===== config.mk =====
export PLATFORM = sky130hd
export DESIGN_NAME = seq_pattern_counter_flat
export DESIGN_NICKNAME = d
export VERILOG_FILES = /design/src/rtl/seq_pattern_pkg.sv /design/src/rtl/seq_pattern_counter_if.sv /design/src/rtl/pattern_window.sv /design/src/rtl/seq_pattern_counter.sv /design/src/flat_wrapper.sv
export SDC_FILE = /design/constraint.sdc
export NUM_CORES = 1
export LEC_CHECK = 0
export ABC_AREA = 1
export BUFFER_PORTS_ARGS = -buffer_cell sky130_fd_sc_hd__buf_2
export CAP_MARGIN = 40
export CORE_MARGIN = 2
export CORE_UTILIZATION = 34
export DETAILED_ROUTE_END_ITERATION = 6
export PLACE_DENSITY = 0.63
export SYNTH_ARGS = -nofsm -noshare
export SYNTH_HDL_FRONTEND = slang
export SYNTH_SLANG_ARGS = --single-unit

===== constraint.sdc =====
create_clock -name clk -period 1.7 [get_ports clk]
set_input_delay 0.34 -clock clk [delete_from_list [all_inputs] [get_ports clk]]
set_output_delay 0.34 -clock clk [all_outputs]
set_load 0.02 [all_outputs]

===== src/rtl/seq_pattern_pkg.sv =====
// seq_pattern_pkg: shared state codes, count-mode constants and counter width helper.
package seq_pattern_pkg;
    localparam logic [1:0] S_IDLE = 2'd0;
    localparam logic [1:0] S_RUN  = 2'd1;
    localparam logic [1:0] S_DONE = 2'd2;
    localparam logic MODE_NONOVL = 1'b0;
    localparam logic MODE_OVL    = 1'b1;
    function automatic int ctr_w(input int n);
        return $clog2(n + 1);
    endfunction
endpackage


===== src/rtl/seq_pattern_counter_if.sv =====
// seq_pattern_counter_if: stream/control/status bundle of the pattern counter.
// SEQ_PAT_MASK_EN adds the pat_mask don't-care input.
interface seq_pattern_counter_if #(
    parameter int PAT_W = 3,
    parameter int CNT_W = 6
);
    logic             start;
    logic [PAT_W-1:0] pattern;
    logic             overlap;
    logic             bit_in;
    logic             bit_valid;
    logic             busy;
    logic             match;
    logic [CNT_W-1:0] count;
    logic             overflow;
    logic             count_valid;
`ifdef SEQ_PAT_MASK_EN
    logic [PAT_W-1:0] pat_mask;
`endif
    modport master (
        output start, pattern, overlap, bit_in, bit_valid,
        input  busy, match, count, overflow, count_valid
`ifdef SEQ_PAT_MASK_EN
        , output pat_mask
`endif
    );
    modport slave (
        input  start, pattern, overlap, bit_in, bit_valid,
        output busy, match, count, overflow, count_valid
`ifdef SEQ_PAT_MASK_EN
        , input pat_mask
`endif
    );
endinterface


===== src/rtl/pattern_window.sv =====
// pattern_window: shift window, fill counter and (optionally masked) pattern comparator.
// SEQ_PAT_MASK_EN enables the pat_mask don't-care input.
module pattern_window
    import seq_pattern_pkg::*;
#(
    parameter int PAT_W = 3
) (
    input  logic             clk,
    input  logic             rst,
    input  logic             shift_en,
    input  logic             clear,
    input  logic             bit_in,
    input  logic [PAT_W-1:0] pattern,
    input  logic             overlap,
`ifdef SEQ_PAT_MASK_EN
    input  logic [PAT_W-1:0] pat_mask,
`endif
    output logic             hit
);
    localparam int FW = ctr_w(PAT_W);
    logic [PAT_W-1:0] r_win, r_pat, w_shift, w_mask;
    logic [FW-1:0]    r_fill, w_fill;
    logic             r_ovl;
    assign w_shift = {r_win[PAT_W-2:0], bit_in};
    assign w_fill  = (r_fill == FW'(PAT_W)) ? r_fill : r_fill + 1'b1;
    assign hit     = shift_en && (w_fill == FW'(PAT_W)) && (((w_shift ^ r_pat) & w_mask) == '0);
`ifdef SEQ_PAT_MASK_EN
    logic [PAT_W-1:0] r_mask;
    assign w_mask = r_mask;
    always_ff @(posedge clk) begin
        if (rst)
            r_mask <= '1;
        else if (clear)
            r_mask <= pat_mask;
    end
`else
    assign w_mask = '1;
`endif
    // Non-overlapping mode restarts the fill so a match's bits are never reused.
    always_ff @(posedge clk) begin
        if (rst) begin
            r_win  <= '0;
            r_fill <= '0;
            r_pat  <= '0;
            r_ovl  <= MODE_NONOVL;
        end else if (clear) begin
            r_win  <= '0;
            r_fill <= '0;
            r_pat  <= pattern;
            r_ovl  <= overlap;
        end else if (shift_en) begin
            r_win  <= w_shift;
            r_fill <= (hit && r_ovl == MODE_NONOVL) ? '0 : w_fill;
        end
    end
endmodule


===== src/rtl/seq_pattern_counter.sv =====
// seq_pattern_counter: frames a serial stream and counts a programmable bit pattern.
// SEQ_PAT_MASK_EN enables the pat_mask don't-care input.
module seq_pattern_counter
    import seq_pattern_pkg::*;
#(
    parameter int PAT_W     = 3,
    parameter int FRAME_LEN = 32,
    parameter int CNT_W     = 6
) (
    input logic clk,
    input logic rst,
    seq_pattern_counter_if.slave bus
);
    localparam int FC_W = ctr_w(FRAME_LEN);
    logic [1:0]       r_state;
    logic [FC_W-1:0]  r_bits;
    logic [CNT_W-1:0] r_count;
    logic             r_ovf, r_match;
    logic             w_start, w_acc, w_last, w_hit, w_sat;
    assign w_start = (r_state == S_IDLE) && bus.start;
    assign w_acc   = (r_state == S_RUN) && bus.bit_valid;
    assign w_last  = w_acc && (r_bits == FC_W'(FRAME_LEN - 1));
    assign w_sat   = &r_count;
    pattern_window #(.PAT_W(PAT_W)) u_win (
        .clk      (clk),
        .rst      (rst),
        .shift_en (w_acc),
        .clear    (w_start),
        .bit_in   (bus.bit_in),
        .pattern  (bus.pattern),
        .overlap  (bus.overlap),
`ifdef SEQ_PAT_MASK_EN
        .pat_mask (bus.pat_mask),
`endif
        .hit      (w_hit)
    );
    always_ff @(posedge clk) begin
        if (rst) begin
            r_state <= S_IDLE;
            r_bits  <= '0;
            r_count <= '0;
            r_ovf   <= 1'b0;
            r_match <= 1'b0;
        end else begin
            r_match <= w_hit;
            r_state <= w_start ? S_RUN : w_last ? S_DONE : (r_state == S_DONE) ? S_IDLE : r_state;
            if (w_start) begin
                r_bits  <= '0;
                r_count <= '0;
                r_ovf   <= 1'b0;
            end else if (w_acc) begin
                r_bits <= r_bits + 1'b1;
                if (w_hit) begin
                    r_count <= w_sat ? r_count : r_count + 1'b1;
                    r_ovf   <= r_ovf | w_sat;
                end
            end
        end
    end
    assign bus.busy        = (r_state == S_RUN);
    assign bus.count_valid = (r_state == S_DONE);
    assign bus.match       = r_match;
    assign bus.count       = r_count;
    assign bus.overflow    = r_ovf;
endmodule

===== src/flat_wrapper.sv =====
// flat-port wrapper written by rule: the top's interface ports become plain ports
module seq_pattern_counter_flat import seq_pattern_pkg::*;
#(
    parameter int PAT_W     = 3,
    parameter int FRAME_LEN = 32,
    parameter int CNT_W     = 6
)
  (clk, rst, bus_start, bus_pattern, bus_overlap, bus_bit_in, bus_bit_valid, bus_busy, bus_match, bus_count, bus_overflow, bus_count_valid);
  seq_pattern_counter_if #(.PAT_W(PAT_W), .CNT_W(CNT_W)) bus_i ();
  input logic clk;
  input logic rst;
  input wire logic [$bits(bus_i.start)-1:0] bus_start;
  input wire logic [$bits(bus_i.pattern)-1:0] bus_pattern;
  input wire logic [$bits(bus_i.overlap)-1:0] bus_overlap;
  input wire logic [$bits(bus_i.bit_in)-1:0] bus_bit_in;
  input wire logic [$bits(bus_i.bit_valid)-1:0] bus_bit_valid;
  output wire logic [$bits(bus_i.busy)-1:0] bus_busy;
  output wire logic [$bits(bus_i.match)-1:0] bus_match;
  output wire logic [$bits(bus_i.count)-1:0] bus_count;
  output wire logic [$bits(bus_i.overflow)-1:0] bus_overflow;
  output wire logic [$bits(bus_i.count_valid)-1:0] bus_count_valid;
  assign bus_i.start = bus_start;
  assign bus_i.pattern = bus_pattern;
  assign bus_i.overlap = bus_overlap;
  assign bus_i.bit_in = bus_bit_in;
  assign bus_i.bit_valid = bus_bit_valid;
  assign bus_busy = bus_i.busy;
  assign bus_match = bus_i.match;
  assign bus_count = bus_i.count;
  assign bus_overflow = bus_i.overflow;
  assign bus_count_valid = bus_i.count_valid;
  seq_pattern_counter #(.PAT_W(PAT_W), .FRAME_LEN(FRAME_LEN), .CNT_W(CNT_W)) u_core (.clk(clk), .rst(rst), .bus(bus_i));
endmodule

==> run metrics, run 1 <==
status finished, final reports clean; Yosys warnings 0; Crit-path slowest cell dfxtp_1; hold_buf cts 0; CORE AREA 3280 sq um; post-synthesis cell type count 25; Syn Inst Count 158; # IOs 19; Final Instance Area 1340 sq um; via count roughly 1000; Mean Syn Cell Area 7.29 sq um; Congestion Overflow GR 0; CP endpoint kind register; Root Buffer clkbuf_4; Arr. time, crit path 1770 ps; Final WS setup 200 ps; CTS Buf Count 3; critical-path maximum fanout 7; commonest non-fill, non-tap cell in the layout nand2_1; WP data required 1970 ps; initial antenna violation count 0; FF-to-FF path depth 7; layout cells sized above 1 18.9%; Hold Vio Cnt, Final 0; clock share of power 31.2%; post-layout util between 40% and 50%; Die Area around 3900 sq um; Setup Skew 9.77 ps; wire per inst 9.98 um; most frequent cells in the layout nand2_1 (34), dfxtp_1 (24), inv_1 (21); vias in the first global route between 900 and 1000; via/cell ratio 4.62; Hold Crit Start bus_pattern[2]; Fin Setup TNS 0 ps; cell mode on critical path nand2_1; Int Power 0.741 mW; CTS tree yes; Yosys top cell by area dfxtp_1; fin. max-slew vios 0; Clock Path Buffers 2; Filler Cells Inserted 358; sw frac around 25%; Peak Freq 667 MHz; reg2reg start u_core.bus.count[0]$_SDFFE_PP0P_; Net Count, Synth ~170; register area 480 sq um; Clk pin slew, worst setup/hold paths 140 ps; fin crit share 88.3%; CP Launch Type register; Comb pwr share 9.2%; post-layout net count 192; Finished Layout Cells 226; Hold WC Path Type primary input to register; Max-slew headroom 81.8%; top-area cell type share of the netlist area 41.7%; Starting DRT DRC Count between 90 and 100; Tmin final 1500 ps; Overall Power roughly 1 mW; Worst VDD drop 0.359 mV; Clock Sinks 24; synth top area cells dfxtp_1 (42%), nand2_1 (11%), a21oi_1 (7.0%); crit path kind register to register; leakage power 0.566 nW; Die Y ~62 um; RePlAce Congestion 0.768; RSZ-0062 raised after global routing no; Critical path origin u_core.bus.count[0]$_SDFFE_PP0P_; maxcap violations 0; sequential power share 59.6%; FP Rows 21; worst skew pair latency between 300 and 400 ps; Setup WS pre-CTS 176 ps; Placed Cells 222; CTS H-tree lvls 1; Multi-input gate area 574 sq um; antenna viol nets, final 0; Final HPWL DP 1.76 mm; starting density of the core a little over a third; register area share after synthesis a little over two fifths; largest net degree at the start of global routing 14; WHS Path Cells 3; Layout area overhead 16.1%; drt pass-1 iters 4; hold_ws 256 ps; Synth Cell Area 1150 sq um; final WL 2.26 mm; flops & latches, synth 24; slowest stage delay, CP 420 ps; Placement Cell Area 1300 sq um; first-pass GRT wire length slightly above 4 mm; P_sw 0.245 mW; Pwr Density 738 nW/um^2; critical-path cell list ha_1, nand2_1, nor2_1, nand2_2, nand4_1, nand2_1, a21oi_1; Chip Width 62.2 um; n_diodes 0; count of final setup violators 0; PortBufs 18; drt drc 0; GRT Overall Usage roughly 13%; Worst Tran Pin Value 272 ps
## cells in the mapped netlist
| library cell | number |
|---|---|
| nand4_1 | 2 |
| ha_1 | 2 |
| dfxtp_1 | 24 |
| nor3_2 | 1 |
| buf_2 | 1 |
| xnor2_1 | 1 |
| nand3_1 | 12 |
| nor3b_1 | 1 |
| buf_6 | 1 |
| a21oi_1 | 16 |
| o21bai_2 | 1 |
| a211oi_1 | 2 |
| nand3_2 | 1 |
| nor3_4 | 1 |
| xor2_1 | 4 |
| nand2_2 | 1 |
| inv_2 | 1 |
| inv_1 | 21 |
| and3_1 | 1 |
| nand2_1 | 35 |
| nor2_1 | 18 |
| o21ai_0 | 5 |
| nor3_1 | 3 |
| or2_2 | 1 |
| nor2_4 | 2 |
## registers in the layout (all words and copies together) (netlist names)
name and count:
u_core.u_win.r_win 2, u_core.bus.overflow 1, u_core.bus.match 1, u_core.u_win.r_pat 3, u_core.r_state 2, u_core.u_win.r_ovl 1
u_core.u_win.r_fill 2, u_core.bus.count 6, u_core.r_bits 6
## logic make-up (layout without fill, tap and decap cells)
kind of cell | count (synthesis) | after routing | synth area share, %
buffers and inverters | 24 | 46 | 8.59
AND/OR/NAND/NOR | 79 | 79 | 32.3
AO/OA/AOI/OAI | 24 | 24 | 11.4
XOR/XNOR | 5 | 5 | 3.80
flip-flops | 24 | 24 | 41.7
adder cells (fa/ha/maj) | 2 | 2 | 2.17
## critical path: cells and delay by family (launching register included)
| family | cells | cell delay [ps] |
|---|---|---|
| compound gates | 1 | 140 |
| fa+ha+maj | 1 | 210 |
| simple gates | 5 | 670 |
| flops | 1 | 420 |
## routing by layer
layer  global-route usage (%)  routed length, um  up-vias
li1                         -                  -      547
met1                     16.7               1030      462
met2                     21.3               1050       31
met3                     3.44                140        4
met4                     4.17                 34        0
met5                        0                  0        -
## power groups by stage
| stage | registers, mW | logic (mW) | clock network (mW) |
|---|---|---|---|
| 4_1_cts | 0.587 | 0.0932 | 0.320 |
| 6_report | 0.588 | 0.0910 | 0.307 |
| 3_3_place_gp | 0.600 | 0.0915 | 0 |
| 2_1_floorplan | 0.597 | 0.0653 | 0 |
| 3_5_place_dp | 0.600 | 0.0932 | 0 |
| 5_1_grt | 0.590 | 0.103 | 0.343 |
## final timing paths
| path | endpoint | slack, ps |
|---|---|---|
| hold / removal | u_core.u_win.r_pat[2]$_SDFFE_PP0P_ | 260 |
| hold reg to reg | u_core.bus.overflow$_SDFFE_PP0P_ | 460 |
| setup reg to reg | u_core.bus.count[2]$_SDFFE_PP0P_ | 200 |
| setup / recovery | u_core.bus.count[2]$_SDFFE_PP0P_ | 200 |
## timing repair
item / in CTS / in global routing
gates resized for setup: 0 / 1
endpoints found under the setup margin: 0 / 6
setup buffers: 0 / 0
## cell type report
cell class	count	area share (%)
multi-input cells	110	43.0
flip-flops and latches	24	36.0
repair buffers	20	7.87
inverters	22	6.18
well taps	46	4.31
clock buffers	4	2.72
No activity file was read; power rests on OpenSTA's default activity.
==> run 2: changes to the inputs <==
Settings changed: ABC_AREA 1 to not set, CORE_UTILIZATION 34 to 25, GPL_TIMING_DRIVEN set to 1, PLACE_DENSITY 0.63 to 0.52.
==> run metrics, run 2 <==
status finished, final reports clean; n_diodes 0; CTS tree yes; top-area cell type share of the netlist area between 40% and 50%; Peak Freq 631 MHz; Top FF cell, synth dfxtp_1; final WL 2.22 mm; slowest stage delay, CP 570 ps; Clk pin slew, worst setup/hold paths about 80 ps; Multi-input gate area 552 sq um; commonest non-fill, non-tap cell in the layout dfxtp_1; via/cell ratio 4.65; RePlAce Congestion slightly above 0.7; post-layout net count 151; Hold Vio Cnt, Final 0; Comb pwr share under 10%; post-layout util between 30% and 40%; via count 874; Pwr Density 774 nW/um^2; Die Area 4770 sq um; flops & latches, synth 24; register area share after synthesis 45.4%; CORE AREA 4030 sq um; Crit-path slowest cell or4_4; CP endpoint kind register; leakage power about 0.51 nW; Max-slew headroom 57.6%; Int Power between 0.7 and 0.8 mW; CP Launch Type register; fin crit share approximately 93%; Chip Width 69.1 um; worst skew pair latency 260 ps; clock share of power 32.2%; wire per inst 11.8 um; Tmin final 1580 ps; number of flops mapped to enable cells by yosys 0; Congestion Overflow GR 0; Final HPWL DP ~1.7 mm; CP top delay family simple AND/OR/NAND/NOR gates; P_sw 0.228 mW; Clock Sinks 24; starting density of the core 26.3%; first-pass GRT wire length 3.74 mm; Arr. time, crit path 1770 ps; asr flop ratio synth 0%; drt drc 0; critical-path maximum fanout 5; most frequent cells in the layout dfxtp_1 (23), buf_2 (18), nor2_1 (15); Buf/Inv on CP 0; largest net degree at the start of global routing 19; antenna viol nets, final 0; count of final setup violators 0; Filler Cells Inserted 449; critical-path cell list and4b_1, nand4_1, or4_4, a21oi_1; Worst VDD drop 0.277 mV; CTS Buf Count 3; drt pass-1 iters 4; Hold WC Path Type primary input to register; register area 482 sq um; Fin Setup TNS 0 ps; Yosys warnings 0; Layout area overhead 23.0%; Starting DRT DRC Count 26; fin. max-slew vios 0; WP data required roughly 1900 ps; Worst Tran Pin Value 635 ps; Root Buffer clkbuf_8; most common cell in the synthesized netlist dfxtp_1; Synth Cell Area 1060 sq um; GRT Overall Usage 9.42%; Mean Syn Cell Area 9.37 sq um; Die Y between 60 and 70 um; maxcap violations 0; # IOs 19; CTS H-tree lvls 1; Yosys top cell by area dfxtp_1; Clock Path Buffers 2; initial antenna violation count 0; sequential power share roughly three fifths; crit path kind register to register; Post-synth top cells dfxtp_1 (24), nor2_1 (15), a21oi_1 (10); sw frac 22.6%; RSZ-0062 raised after global routing no; PortBufs 18; Setup Skew 3.66 ps; Syn Inst Count 113; FP Rows 23; Net Count, Synth 124; synth top area cells dfxtp_1 (45%), mux2i_1 (6.6%), nor2_1 (5.3%); layout cells sized above 1 25.4%; post-synthesis cell type count 32; vias in the first global route 896
[run 2: cell count changes after synthesis, moves of 6 or more]
cell	delta
nand3_1	-12
a21oi_1	-6
nand2_1	-28
mux2i_1	+7
inv_1	-17
[run 2: per-stage QoR]
| step | hold WS (ps) | worst slack, ps | instance area, sq um | power, mW | std cells |
|---|---|---|---|---|---|
| 2_1_floorplan | 412 | 147 | 1060 | 0.662 | 113 |
| 3_3_place_gp | 441 | 79.6 | 1240 | 0.695 | 183 |
| 3_5_place_dp | 449 | 14.1 | 1240 | 0.697 | 183 |
| 4_1_cts | 317 | 56.2 | 1280 | 1.03 | 186 |
| 5_1_grt | 323 | 13.0 | 1300 | 1.07 | 188 |
| 6_report | 318 | 116 | 1300 | 1.01 | 188 |
[run 2: routing by layer]
metal	wire, um	GRT usage (%)	part of all wire [%]	vias to the layer above
li1	-	-	-	447
met1	926	9.08	42	416
met2	1210	19.1	55	11
met3	82	3.36	3.7	0
met4	0	1.31	0	0
met5	0	0	0	-
[run 2: repair_timing]
item	CTS	global route
endpoints found under the setup margin	0	2
hold buffers	0	0
buffers inserted	0	2
resized for setup	0	3
endpoints found under the hold margin	0	0
[run 2: worst paths after layout]
path / startpoint / end / slack (ps) / cells past startpoint
worst max register to register: u_core.r_state[1]$_SDFFE_PP0P_ / u_core.bus.count[5]$_SDFFE_PP0P_ / 120 / 4
worst max-delay path: u_core.r_state[1]$_SDFFE_PP0P_ / u_core.bus.count[5]$_SDFFE_PP0P_ / 120 / 4
worst min register to register: u_core.bus.overflow$_SDFFE_PP0P_ / u_core.bus.overflow$_SDFFE_PP0P_ / 450 / 2
worst min-delay path: bus_overlap / u_core.u_win.r_ovl$_SDFFE_PP0P_ / 320 / 3
[run 2: final cells by class]
cell class | count | share of cell area, %
clock buffer | 3 | 3.17
inverter | 4 | 1.15
multi-input combinational | 81 | 42.4
sequential | 24 | 37.0
tap | 50 | 4.80
timing repair buffer | 26 | 11.5
[run 2: worst reg2reg max path: stages, from the launching register on]
cell     delay (ps)
dfxtp_1         310
and4b_1         270
nand4_1         210
or4_4           570
a21oi_1         150
[run 2: power groups by stage]
| stage | combinational, mW | sequential (mW) | clock (mW) |
|---|---|---|---|
| finish | 0.0976 | 0.586 | 0.324 |
| global route | 0.107 | 0.587 | 0.372 |
| CTS | 0.0991 | 0.586 | 0.341 |
| detailed placement | 0.0984 | 0.599 | 0 |
| global placement | 0.0965 | 0.598 | 0 |
| floorplan | 0.0632 | 0.599 | 0 |
[run 2: kinds of logic (layout without fill, tap and decap cells)]
group                    after synthesis  count (layout)  synth area share (%)
XOR/XNOR                               8               8                  8.04
AND/OR/NAND/NOR                       46              46                  24.2
AO/OA/AOI/OAI                         18              18                  10.3
adder cells (fa/ha/maj)                2               2                  2.36
flip-flops                            24              24                  45.4
multiplexers                           7               7                  6.62
buffers and inverters                  8              33                  3.07
==> run 3: changes to the inputs <==
Settings changed: HOLD_SLACK_MARGIN set to 0.02, SYNTH_HIERARCHICAL set to 1.
==> run metrics, run 3 <==
status finished with violations; failing checks setup timing; drt pass-1 iters 4; Final HPWL DP 1.93 mm; starting density of the core between 20% and 30%; synth top area cells dfxtp_1 (42%), mux2i_1 (9.7%), nand3_1 (4.4%); Clk pin slew, worst setup/hold paths 80 ps; CP endpoint kind register; hold_buf cts 0; Yosys warnings 6; vias in the first global route approximately 1000; Final WS setup -25.6 ps; Congestion Overflow GR 0; Die Area between 5000 and 6000 sq um; CTS H-tree lvls 1; leakage power ~0.57 nW; largest net degree at the start of global routing 15; top-area cell type share of the netlist area roughly 42%; first-pass GRT wire length 4.46 mm; Mean Syn Cell Area 9.36 sq um; Chip Width 71.3 um; Peak Freq 579 MHz; Syn Inst Count 121; Fin Setup TNS -25.6 ps; Layout area overhead 26.9%; # IOs 19; hold_ws 311 ps; CTS tree yes; clock share of power 42.1%; Worst Tran Pin Value 413 ps; RSZ-0062 raised after global routing yes; Overall Power 1.19 mW; Int Power 0.933 mW; commonest non-fill, non-tap cell in the layout dfxtp_1; Pwr Density 830 nW/um^2; WP data required 1900 ps; Yosys top cell by area dfxtp_1; drt drc 0; Setup Skew 3.70 ps; crit path kind register to register; most common cell in the synthesized netlist dfxtp_1; most frequent cells in the layout dfxtp_1 (19), buf_2 (18), mux2i_1 (11); Starting DRT DRC Count 38; Tmin final between 1500 and 2000 ps; Hold WC Path Type primary input to register; CTS Buf Count 3; flops & latches, synth 24; Arr. time, crit path 1930 ps; Post-synth top cells dfxtp_1 (24), mux2i_1 (11), nand3_1 (10); sw frac 21.7%; layout cells sized above 1 31.7%; Hold Vio Cnt, Final 0; Clock Path Buffers 2; fin crit share 102%; Setup WS pre-CTS -97.2 ps; sequential power share 48.9%; via count roughly 950; initial antenna violation count 0; RePlAce Congestion 0.693; Top FF cell, synth dfxtp_1; Root Buffer clkbuf_8; post-layout net count approximately 160; CP Launch Type register; fin. max-slew vios 0; maxcap violations 0; wire per inst 13.2 um; Worst VDD drop 0.299 mV; post-synthesis cell type count 38; register area share after synthesis 42.4%; P_sw 0.259 mW; FP Rows 24; Clock Sinks 24; Synth Cell Area 1130 sq um; GRT Overall Usage 10.9%; CORE AREA 4350 sq um; worst skew pair latency between 200 and 300 ps; via/cell ratio 4.81; number of flops mapped to enable cells by yosys 0; Die Y 71.3 um; critical-path maximum fanout 3; Comb pwr share under 10%; asr flop ratio synth 0%; Max-slew headroom 72.2%; antenna viol nets, final 0; count of final setup violators 1; Net Count, Synth 132; PortBufs 18; final WL between 2 and 3 mm; n_diodes 0
-- run 3: final timing paths --
kind                                                    startpoint                               end  slack, ps  depth (start not counted)
worst max-delay path            u_core/u_win/r_pat[1]$_SDFFE_PP0P_  u_core/bus.count[3]$_SDFFE_PP0P_        -30                          5
worst min-delay path                                   bus_overlap   u_core/u_win/r_ovl$_SDFFE_PP0P_        310                          3
worst max register to register  u_core/u_win/r_pat[1]$_SDFFE_PP0P_  u_core/bus.count[3]$_SDFFE_PP0P_        -30                          5
worst min register to register    u_core/bus.overflow$_SDFFE_PP0P_  u_core/bus.overflow$_SDFFE_PP0P_        480                          2
-- run 3: repair_timing --
item | 4_1_cts | 5_1_grt
resized for setup | 1 | 5
buffers inserted | 1 | 0
endpoints found under the setup margin | 1 | 5
pin swaps | 3 | 3
-- run 3: area by class of cell --
class,instances,area [sq um]
fill,450,2920
multi-input combinational,88,656
sequential,24,487
timing repair buffer,25,143
tap,52,65.1
clock buffer,3,41.3
clock inverter,1,30.0
inverter,4,15.0
-- run 3: cell families (layout without fill, tap and decap cells) --
family	Yosys count	in the layout	synth area share (%)
flip-flops	24	24	42.4
multiplexers	11	11	9.72
XOR/XNOR	5	5	3.87
buffers and inverters	9	33	4.20
adder cells (fa/ha/maj)	2	2	2.21
AO/OA/AOI/OAI	17	17	9.84
AND/OR/NAND/NOR	53	53	27.7
-- run 3: power by group through the flow --
stage | combinational [mW] | clock [mW] | sequential, mW
6_report | 0.107 | 0.502 | 0.583
5_1_grt | 0.118 | 0.539 | 0.584
4_1_cts | 0.108 | 0.517 | 0.581
3_5_place_dp | 0.103 | 0 | 0.594
3_3_place_gp | 0.0995 | 0 | 0.594
2_1_floorplan | 0.0741 | 0 | 0.592
-- run 3: through the flow --
stage          instance area, sq um  util (%)  instances
2_1_floorplan                  1170         -        121
3_3_place_gp                   1330      30.5        192
3_5_place_dp                   1330      30.5        192
4_1_cts                        1420      32.5        197
5_1_grt                        1440      33.0        197
6_report                       1440      33.0        197
-- run 3: metal layers --
| metal | track usage [%] | routed length (um) | up-vias |
|---|---|---|---|
| li1 | - | - | 485 |
| met1 | 11.9 | 1150 | 450 |
| met2 | 19.7 | 1340 | 11 |
| met3 | 2.11 | 82 | 2 |
| met4 | 6.08 | 34 | 0 |
| met5 | 0 | 0 | - |
-- run 3: worst max-delay path, cell delays in order, from the launching register on --
cell and delay (ps):
dfxtp_2 330, xor2_1 190, nor4_4 320, nand4b_1 280, a311oi_2 340, mux2i_1 200
